$ cat src/rtl/prog_div_pkg.sv
// Shared definitions for the programmable clock divider.
//   DIV_MIN    smallest legal divisor; smaller loads are clamped up to it
//   DIV_W_DEF  default divisor/counter width
//   div_t      divisor type at the default width
//   high_len   number of posedge-registered high cycles per period for divisor N
package prog_div_pkg;

  localparam int DIV_MIN   = 2;
  localparam int DIV_W_DEF = 8;

  typedef logic [DIV_W_DEF-1:0] div_t;

  // N/2 for even N and (N-1)/2 for odd N are both a right shift by one.
  function automatic logic [31:0] high_len(input logic [31:0] n);
    return n >> 1;
  endfunction

endpackage

$ cat src/rtl/prog_clk_divider_if.sv
// Control and output bundle of prog_clk_divider.
//   en        run enable; low holds clk_div/tick low
//   div_i     requested divisor
//   div_load  one-cycle strobe capturing div_i as the pending divisor
//   div_ack   one-cycle pulse after the pending divisor became active
//   div_err   sticky flag: last load was below the minimum and got clamped
//   clk_div   divided clock
//   tick      one-cycle pulse at the start of every clk_div period
// master: the controlling block; slave: the divider.
interface prog_clk_divider_if #(
  parameter int DIV_W = 8
);

  logic             en;
  logic [DIV_W-1:0] div_i;
  logic             div_load;
  logic             div_ack;
  logic             div_err;
  logic             clk_div;
  logic             tick;

  modport master (
    output en, div_i, div_load,
    input  div_ack, div_err, clk_div, tick
  );

  modport slave (
    input  en, div_i, div_load,
    output div_ack, div_err, clk_div, tick
  );

endinterface

$ cat src/rtl/prog_div_core.sv
// Period counter and output phase generation.
//   clk, rst   source clock, synchronous active-high reset
//   en         run request; low idles the counter and forces outputs low
//   n_act      divisor governing the current period
//   boundary   high when the coming edge starts a new period (wrap or idle)
//   clk_div    divided clock
//   tick       one-cycle pulse in the first cycle of each period
// Build option ODD_DUTY50_EN adds a negedge stage that stretches the high
// phase by half a clk cycle for odd divisors, giving 50% duty.
module prog_div_core
  import prog_div_pkg::*;
#(
  parameter int DIV_W = 8
) (
  input  logic             clk,
  input  logic             rst,
  input  logic             en,
  input  logic [DIV_W-1:0] n_act,
  output logic             boundary,
  output logic             clk_div,
  output logic             tick
);

  logic [DIV_W-1:0] cnt_q, cnt_d;
  logic [DIV_W-1:0] h;
  logic             run_q, run_d;
  logic             pos_q, pos_d;
  logic             tick_q, tick_d;
  logic             wrap;

  always_comb begin
    h        = DIV_W'(high_len(32'(n_act)));
    // Equality compare keeps N = 2**DIV_W-1 safe from counter overflow.
    wrap     = run_q && (cnt_q == (n_act - DIV_W'(1)));
    // An idle counter starts a fresh period at the very next edge.
    boundary = !run_q || wrap;
    run_d    = en;
    cnt_d    = '0;
    if (en && !boundary) begin
      cnt_d = cnt_q + DIV_W'(1);
    end
    // Outputs are registered from the next counter value so they line up
    // with the cycle in which cnt holds that value.
    tick_d = en && (cnt_d == '0);
    pos_d  = en && (cnt_d < h);
  end

  always_ff @(posedge clk) begin
    if (rst) begin
      cnt_q  <= '0;
      run_q  <= 1'b0;
      pos_q  <= 1'b0;
      tick_q <= 1'b0;
    end else begin
      cnt_q  <= cnt_d;
      run_q  <= run_d;
      pos_q  <= pos_d;
      tick_q <= tick_d;
    end
  end

  assign tick = tick_q;

`ifdef ODD_DUTY50_EN
  logic neg_q, neg_d;

  // Half-cycle delayed copy of the high phase, only for odd divisors.
  always_comb begin
    neg_d = pos_q & n_act[0];
  end

  always_ff @(negedge clk) begin
    if (rst) begin
      neg_q <= 1'b0;
    end else begin
      neg_q <= neg_d;
    end
  end

  assign clk_div = pos_q | neg_q;
`else
  assign clk_div = pos_q;
`endif

endmodule

$ cat src/rtl/prog_clk_divider.sv
// Runtime-programmable integer clock divider, N in [2, 2**DIV_W-1].
//   clk, rst   source clock, synchronous active-high reset
//   bus        prog_clk_divider_if slave: en, div_i, div_load in;
//              div_ack, div_err, clk_div, tick out
// Parameters: DIV_W (divisor/counter width), DEFAULT_DIV (divisor after reset).
// Build option ODD_DUTY50_EN: 50% duty for odd divisors via a negedge stage.
// A loaded divisor is held pending and only becomes active on a period
// boundary (or the next edge when idle), so clk_div never glitches.
module prog_clk_divider
  import prog_div_pkg::*;
#(
  parameter int DIV_W       = 8,
  parameter int DEFAULT_DIV = 10
) (
  input logic                 clk,
  input logic                 rst,
  prog_clk_divider_if.slave   bus
);

  logic [DIV_W-1:0] n_q, n_d;
  logic [DIV_W-1:0] pend_q, pend_d;
  logic             pend_vld_q, pend_vld_d;
  logic             ack_q, ack_d;
  logic             err_q, err_d;
  logic [DIV_W-1:0] load_val;
  logic [DIV_W-1:0] pend_eff;
  logic             pend_vld_eff;
  logic             load_low;
  logic             apply;
  logic             boundary;

  always_comb begin
    load_low     = bus.div_i < DIV_W'(DIV_MIN);
    load_val     = load_low ? DIV_W'(DIV_MIN) : bus.div_i;
    // A load in the wrap cycle is applied at that same wrap, and a newer
    // load simply overwrites an older pending one.
    pend_eff     = bus.div_load ? load_val : pend_q;
    pend_vld_eff = bus.div_load || pend_vld_q;
    apply        = pend_vld_eff && boundary;
    n_d          = apply ? pend_eff : n_q;
    pend_d       = pend_eff;
    pend_vld_d   = pend_vld_eff && !apply;
    ack_d        = apply;
    err_d        = err_q;
    if (bus.div_load) begin
      err_d = load_low;
    end
  end

  always_ff @(posedge clk) begin
    if (rst) begin
      n_q        <= DIV_W'(DEFAULT_DIV);
      pend_q     <= '0;
      pend_vld_q <= 1'b0;
      ack_q      <= 1'b0;
      err_q      <= 1'b0;
    end else begin
      n_q        <= n_d;
      pend_q     <= pend_d;
      pend_vld_q <= pend_vld_d;
      ack_q      <= ack_d;
      err_q      <= err_d;
    end
  end

  // The core still sees the old divisor on the apply edge; the new period
  // starts at cnt=0 which is high for any legal divisor, and n_q is
  // updated in time for the comparisons of the following cycles.
  prog_div_core #(
    .DIV_W (DIV_W)
  ) u_core (
    .clk      (clk),
    .rst      (rst),
    .en       (bus.en),
    .n_act    (n_q),
    .boundary (boundary),
    .clk_div  (bus.clk_div),
    .tick     (bus.tick)
  );

  assign bus.div_ack = ack_q;
  assign bus.div_err = err_q;

endmodule

$ cat src/flat_wrapper.sv
// flat-port wrapper written by rule: the top's interface ports become plain ports
module prog_clk_divider_flat import prog_div_pkg::*;
#(
  parameter int DIV_W       = 8,
  parameter int DEFAULT_DIV = 10
)
  (clk, rst, bus_en, bus_div_i, bus_div_load, bus_div_ack, bus_div_err, bus_clk_div, bus_tick);
  prog_clk_divider_if #(.DIV_W(DIV_W)) bus_i ();
  input logic clk;
  input logic rst;
  input wire logic [$bits(bus_i.en)-1:0] bus_en;
  input wire logic [$bits(bus_i.div_i)-1:0] bus_div_i;
  input wire logic [$bits(bus_i.div_load)-1:0] bus_div_load;
  output wire logic [$bits(bus_i.div_ack)-1:0] bus_div_ack;
  output wire logic [$bits(bus_i.div_err)-1:0] bus_div_err;
  output wire logic [$bits(bus_i.clk_div)-1:0] bus_clk_div;
  output wire logic [$bits(bus_i.tick)-1:0] bus_tick;
  assign bus_i.en = bus_en;
  assign bus_i.div_i = bus_div_i;
  assign bus_i.div_load = bus_div_load;
  assign bus_div_ack = bus_i.div_ack;
  assign bus_div_err = bus_i.div_err;
  assign bus_clk_div = bus_i.clk_div;
  assign bus_tick = bus_i.tick;
  prog_clk_divider #(.DIV_W(DIV_W), .DEFAULT_DIV(DEFAULT_DIV)) u_core (.clk(clk), .rst(rst), .bus(bus_i));
endmodule
$ cat config.mk
export PLATFORM = sky130hd
export DESIGN_NAME = prog_clk_divider_flat
export DESIGN_NICKNAME = d
export VERILOG_FILES = /design/src/rtl/prog_div_pkg.sv /design/src/rtl/prog_clk_divider_if.sv /design/src/rtl/prog_div_core.sv /design/src/rtl/prog_clk_divider.sv /design/src/flat_wrapper.sv
export SDC_FILE = /design/constraint.sdc
export NUM_CORES = 1
export LEC_CHECK = 0
export BUFFER_PORTS_ARGS = -buffer_cell sky130_fd_sc_hd__buf_2
export CORE_MARGIN = 10
export CORE_UTILIZATION = 60
export CTS_BUF_LIST = sky130_fd_sc_hd__clkbuf_4
export CTS_CLUSTER_DIAMETER = 50
export DETAILED_ROUTE_END_ITERATION = 16
export GPL_ROUTABILITY_DRIVEN = 0
export PLACE_DENSITY_LB_ADDON = 0.12
export SYNTH_ARGS = -nofsm -noshare
export SYNTH_HDL_FRONTEND = slang
export SYNTH_SLANG_ARGS = --single-unit
export TNS_END_PERCENT = 10
$ cat constraint.sdc
create_clock -name clk -period 4.65 [get_ports clk]
set_input_delay 0.2325 -clock clk [delete_from_list [all_inputs] [get_ports clk]]
set_output_delay 0.2325 -clock clk [all_outputs]
set_load 0.02 [all_outputs]
Yosys cells after proc, flatten, opt, wreduce, memory -nomap -nowiden. Index checks and enable logic that the tools add are counted.

Bits in registers: 30. Bits of input ports: 12. Output and inout bits: 4.

Add/subtract/negate cells: 2. Order comparisons: 2. Equal/unequal tests: 1. Muxes and demuxes: 3. Reduce and logical (&&, ||, !) cells: 12.

Operators with widths (count): $mux W8 (3); $add A8 B1 Y8 const B (1); $eq A8 B8 Y1 (1); $logic_not A8 Y1 (1); $lt A8 B2 Y1 const B (1); $lt A8 B7 Y1 (1); $sub A8 B1 Y8 const B (1); $logic_and A1 B1 Y1 (6); $logic_not A1 Y1 (3); $logic_or A1 B1 Y1 (2).

Logic depth before layout (Yosys ltp).
Depth after elaboration: 9. Depth in mapped cells: 15. Gate-level depth less buffers: 14.

By module. A second synthesis with hierarchy kept.

Cells, all modules: 190. Area total of the unflattened synthesis: 1656.6 µm².

Modules (own cells, without submodules): prog_div_core (times used 1, cells each 123, area each 973.4 µm², sequential area each 220.2 µm²); prog_clk_divider (times used 1, cells each 67, area each 683.2 µm², sequential area each 380.4 µm²).

Worst setup path before layout. OpenSTA, ideal clock, no wires.

Path kind: register to register. Start: register u_core.n_q[3]. End: register u_core.u_core.pos_q (netlist: u_core.u_core.clk_div). Arrival time: 3.411 ns. Setup slack: 1.159 ns. Stages on the path, launching flop included: 14. Buffers on the path: 1. Cell sequence: dfxtp_1 -> or3_4 -> o31a_1 -> or4_1 -> a2111o_1 -> nand3_1 -> buf_2 -> nor2_1 -> ha_1 -> o21a_1 -> o21a_1 -> o2111ai_1 -> o2111ai_1 -> a41oi_1.

Cells in the longest elaborated chain, start to end: 9.

Ends and longest elaborated chain: from (decl) (line prog_clk_divider.sv:20) `logic [DIV_W-1:0] n_q, n_d;`; from (signal assigned) (line prog_clk_divider.sv:52) `n_q <= DIV_W'(DEFAULT_DIV);`; from (signal assigned) (line prog_clk_divider.sv:58) `n_q <= n_d;`; $sub A8 B1 Y8 (line prog_div_core.sv:34) `wrap = run_q && (cnt_q == (n_act - DIV_W'(1)));`; $eq A8 B8 Y1 (line prog_div_core.sv:34); $logic_and A1 B1 Y1 (line prog_div_core.sv:34); $logic_or A1 B1 Y1 (line prog_div_core.sv:36) `boundary = !run_q || wrap;`; $logic_not A1 Y1 (line prog_div_core.sv:39) `if (en && !boundary) begin`; $logic_and A1 B1 Y1 (line prog_div_core.sv:39); $mux W8 (line prog_div_core.sv:39); named net u_core.u_core.cnt_d[1] (line prog_div_core.sv:24) `logic [DIV_W-1:0] cnt_q, cnt_d;`; $lt A8 B7 Y1 (line prog_div_core.sv:45) `pos_d = en && (cnt_d < h);`; $logic_and A1 B1 Y1 (line prog_div_core.sv:45); to (signal assigned) (line prog_div_core.sv:57) `pos_q <= pos_d;`; to (decl) (line prog_div_core.sv:27) `logic pos_q, pos_d;`.

The timed path passes the listed nets, and every way through them passes these cells. A chain may end at the register's enable or synchronous reset.

Worst setup path after layout. Ends and elaborated chain as after synthesis.

==> results.cfg <==
[status]
status = finished clean

[cells_and_area]
nFillCells = 223
utilization_pct = 68.0
final_nets = 207
instances_no_fill = 217
drive_gt1_share_pct = 16.0
diodes = 0
area_growth_pct = 8.64

[synthesis]
syn_area_per_cell_um2 = 8.96
synth.yosys.seq_area_share_pct = 38.7
synth-seq-cells = 30
synth_edf_count = 0
yosys_warnings = 0
postSynthCellCount = 173
syn_nets = 193
synth_area_mm2 = 0.00155
ys_types = 36
synth_flop_cell = dfxtp_1
synthArstFlopShare_pct = 0

[worst_setup_path]
endpoint_kind = flop
cp.required_ns = 4.92
worstSetupStartpointType = flop
path_class = flop to flop
cp_max_fo = 15
path_cells = or3_4, o31a_1, or4_1, a2111o_1, nand3_1, nor2_1, ha_1, a2111oi_0, o2111ai_1, a41oi_1
slowest_stage = a2111oi_0
cpPeakStageDelay_ns = 0.53
ff2ff_setup_slack_ns = 0.85
cp.arrival_ns = 4.06

[detailed_routing]
drc = 0
drtAntennaViolNets = 0
dr.first_iter.drc_count = 81
wl_mm = 3.15
wl_per_cell_um = 14.5
drt-vias-per-instance = 5.62
drt_first_pass_iters = 4
via_count = 1219

[clocking]
post_cts_resized = 0
cts_buffers = 5
cts-root-buf = clkbuf_4
post_cts_buffers = 0
postCtsHoldBufs = 0
cts_sinks = 30
clkTransAtPathRegs_ns = 0.09
clockBufferDepth = 2
h-tree-depth = 2
cts_tree = built
clkLatencyLatePin_ns = 0.34

[placed_design]
dp.cells = 210
port_buffers = 15
hpwl_mm = 2.42

[timing]
skew_ns = 0.0101
setup_viol = 0
period_share_pct = 81.7
finalMaxSlewViolations = 0
relSlewSlack_pct = 64.7
finalSetupTns_ns = 0
rsz0062_at_grt = false
final-hold-violation-count = 0
fin_hold_ws_ns = 0.152
tightest_slew_ns = 0.516
fmax_mhz = 263
period_needed_ns = 3.80

[global_routing]
grt_max_degree = 31
grt_use_total_pct = 12.9
grt_pass1_wl_mm = 5.29
grt_pass1_vias = 1210
antenna_found_initial = 0
grt_overflow = 0

[die]
fp.dieH_um = 70.8
die_w_um = 70.8
rows = 18
io_pins = 16
coreArea_mm2 = 0.00248
dieArea_mm2 = 0.00502
initial_core_util_pct = 62.6

[hold_path]
hold_path.class = input pin to flop

[pwr]
peakVddDrop_mv = 0.314
leakagePower_nw = 0.710
fin_total_pwr_mw = 0.499
p_per_area_mw_per_mm2 = 296

[flow_run]
maxCapViolCount = 0
==> critical path: cells and delay by family, from the launching register on <==
family | cells | cell delay, ns
AND/OR/NAND/NOR | 4 | 1.42
flip-flops | 1 | 0.38
adder cells (fa/ha/maj) | 1 | 0.32
AO/OA/AOI/OAI | 5 | 1.61
==> cell usage after synthesis, types with 2 or more instances <==
cell | instances | area (um2)
mux2i_1 | 8 | 80.1
o2111ai_1 | 2 | 17.5
and3_1 | 3 | 18.8
nor4_1 | 2 | 12.5
xnor2_1 | 10 | 87.6
inv_1 | 11 | 41.3
o21a_1 | 3 | 22.5
clkbuf_1 | 6 | 22.5
nand2_1 | 5 | 18.8
nand3_1 | 6 | 30.0
nor2_1 | 25 | 93.8
ha_1 | 8 | 100
nor3_1 | 14 | 70.1
xor2_1 | 9 | 78.8
mux2_2 | 6 | 67.6
or4_1 | 2 | 15.0
dfxtp_1 | 30 | 601
nor2b_1 | 5 | 31.3
==> metrics by stage <==
| step | instance area, um2 | setup WS (ns) |
|---|---|---|
| 2_1_floorplan | 1550 | 1.16 |
| 3_3_place_gp | 1630 | 1.01 |
| 3_5_place_dp | 1630 | 0.873 |
| 4_1_cts | 1680 | 0.851 |
| 5_1_grt | 1680 | 0.480 |
| 6_report | 1680 | 0.850 |
==> where the power goes <==
group          internal (mW)  switching, mW  leakage, nW  total, mW
Clock                 0.0684         0.0848       0.0322      0.153
Sequential             0.269        0.00915        0.246      0.278
Combinational         0.0313         0.0365        0.432     0.0677
==> placed cells by master (no fill, tap or decap), types with 2 or more instances in the layout <==
master,count
dfxtp_1,30
nor2_1,25
buf_2,15
nor3_1,14
inv_1,11
xnor2_1,10
xor2_1,9
mux2i_1,8
ha_1,8
clkbuf_4,7
nand3_1,6
mux2_2,6
nand2_1,5
nor2b_1,5
and3_1,3
o21a_1,3
nor4_1,2
or4_1,2
o2111ai_1,2
==> cell type report <==
cell class	count	area, um2	area share, %
Clock buffer	7	52.6	3.12
Inverter	11	41.3	2.45
Multi-Input combinational cell	124	877	52.1
Sequential cell	30	601	35.7
Tap cell	30	37.5	2.23
Timing Repair Buffer	15	75.1	4.46
==> per-layer routing <==
metal | vias up | GRT usage (%) | share of wire (%)
li1 | 627 | - | -
met1 | 564 | 14.8 | 45
met2 | 21 | 19.8 | 47
met3 | 7 | 6.14 | 5.2
met4 | 0 | 6.24 | 2.4
met5 | - | 0 | 0
==> kinds of logic (layout without fill, tap and decap cells) <==
kind of cell / after synthesis / count (layout) / share of synthesized area, %
and+or+nand+nor: 66 / 66 / 20.9
DFF: 30 / 30 / 38.7
xor gates and xnor gates: 19 / 19 / 10.7
buffers and inverters: 19 / 33 / 4.68
AOI/OAI and AO/OA: 17 / 17 / 8.96
muxes: 14 / 14 / 9.52
adders and majority gates: 8 / 8 / 6.46
==> registers in the layout, indices dropped and copies added (netlist names) <==
signal                 count
u_core.u_core.run_q        1
u_core.u_core.clk_div      1
u_core.n_q                 8
u_core.pend_vld_q          1
u_core.bus.div_err         1
u_core.u_core.tick         1
u_core.u_core.cnt_q        8
u_core.bus.div_ack         1
u_core.pend_q              8
==> final timing paths <==
| check | cells past startpoint | from | to |
|---|---|---|---|
| max | 10 | u_core.n_q[3] | u_core.u_core.clk_div |
| min | 2 | bus_en | u_core.u_core.clk_div |
| max reg2reg | 10 | u_core.n_q[3] | u_core.u_core.clk_div |
| min reg2reg | 2 | u_core.pend_q[3] | u_core.pend_q[3] |
(Power assumes the default switching activity.)
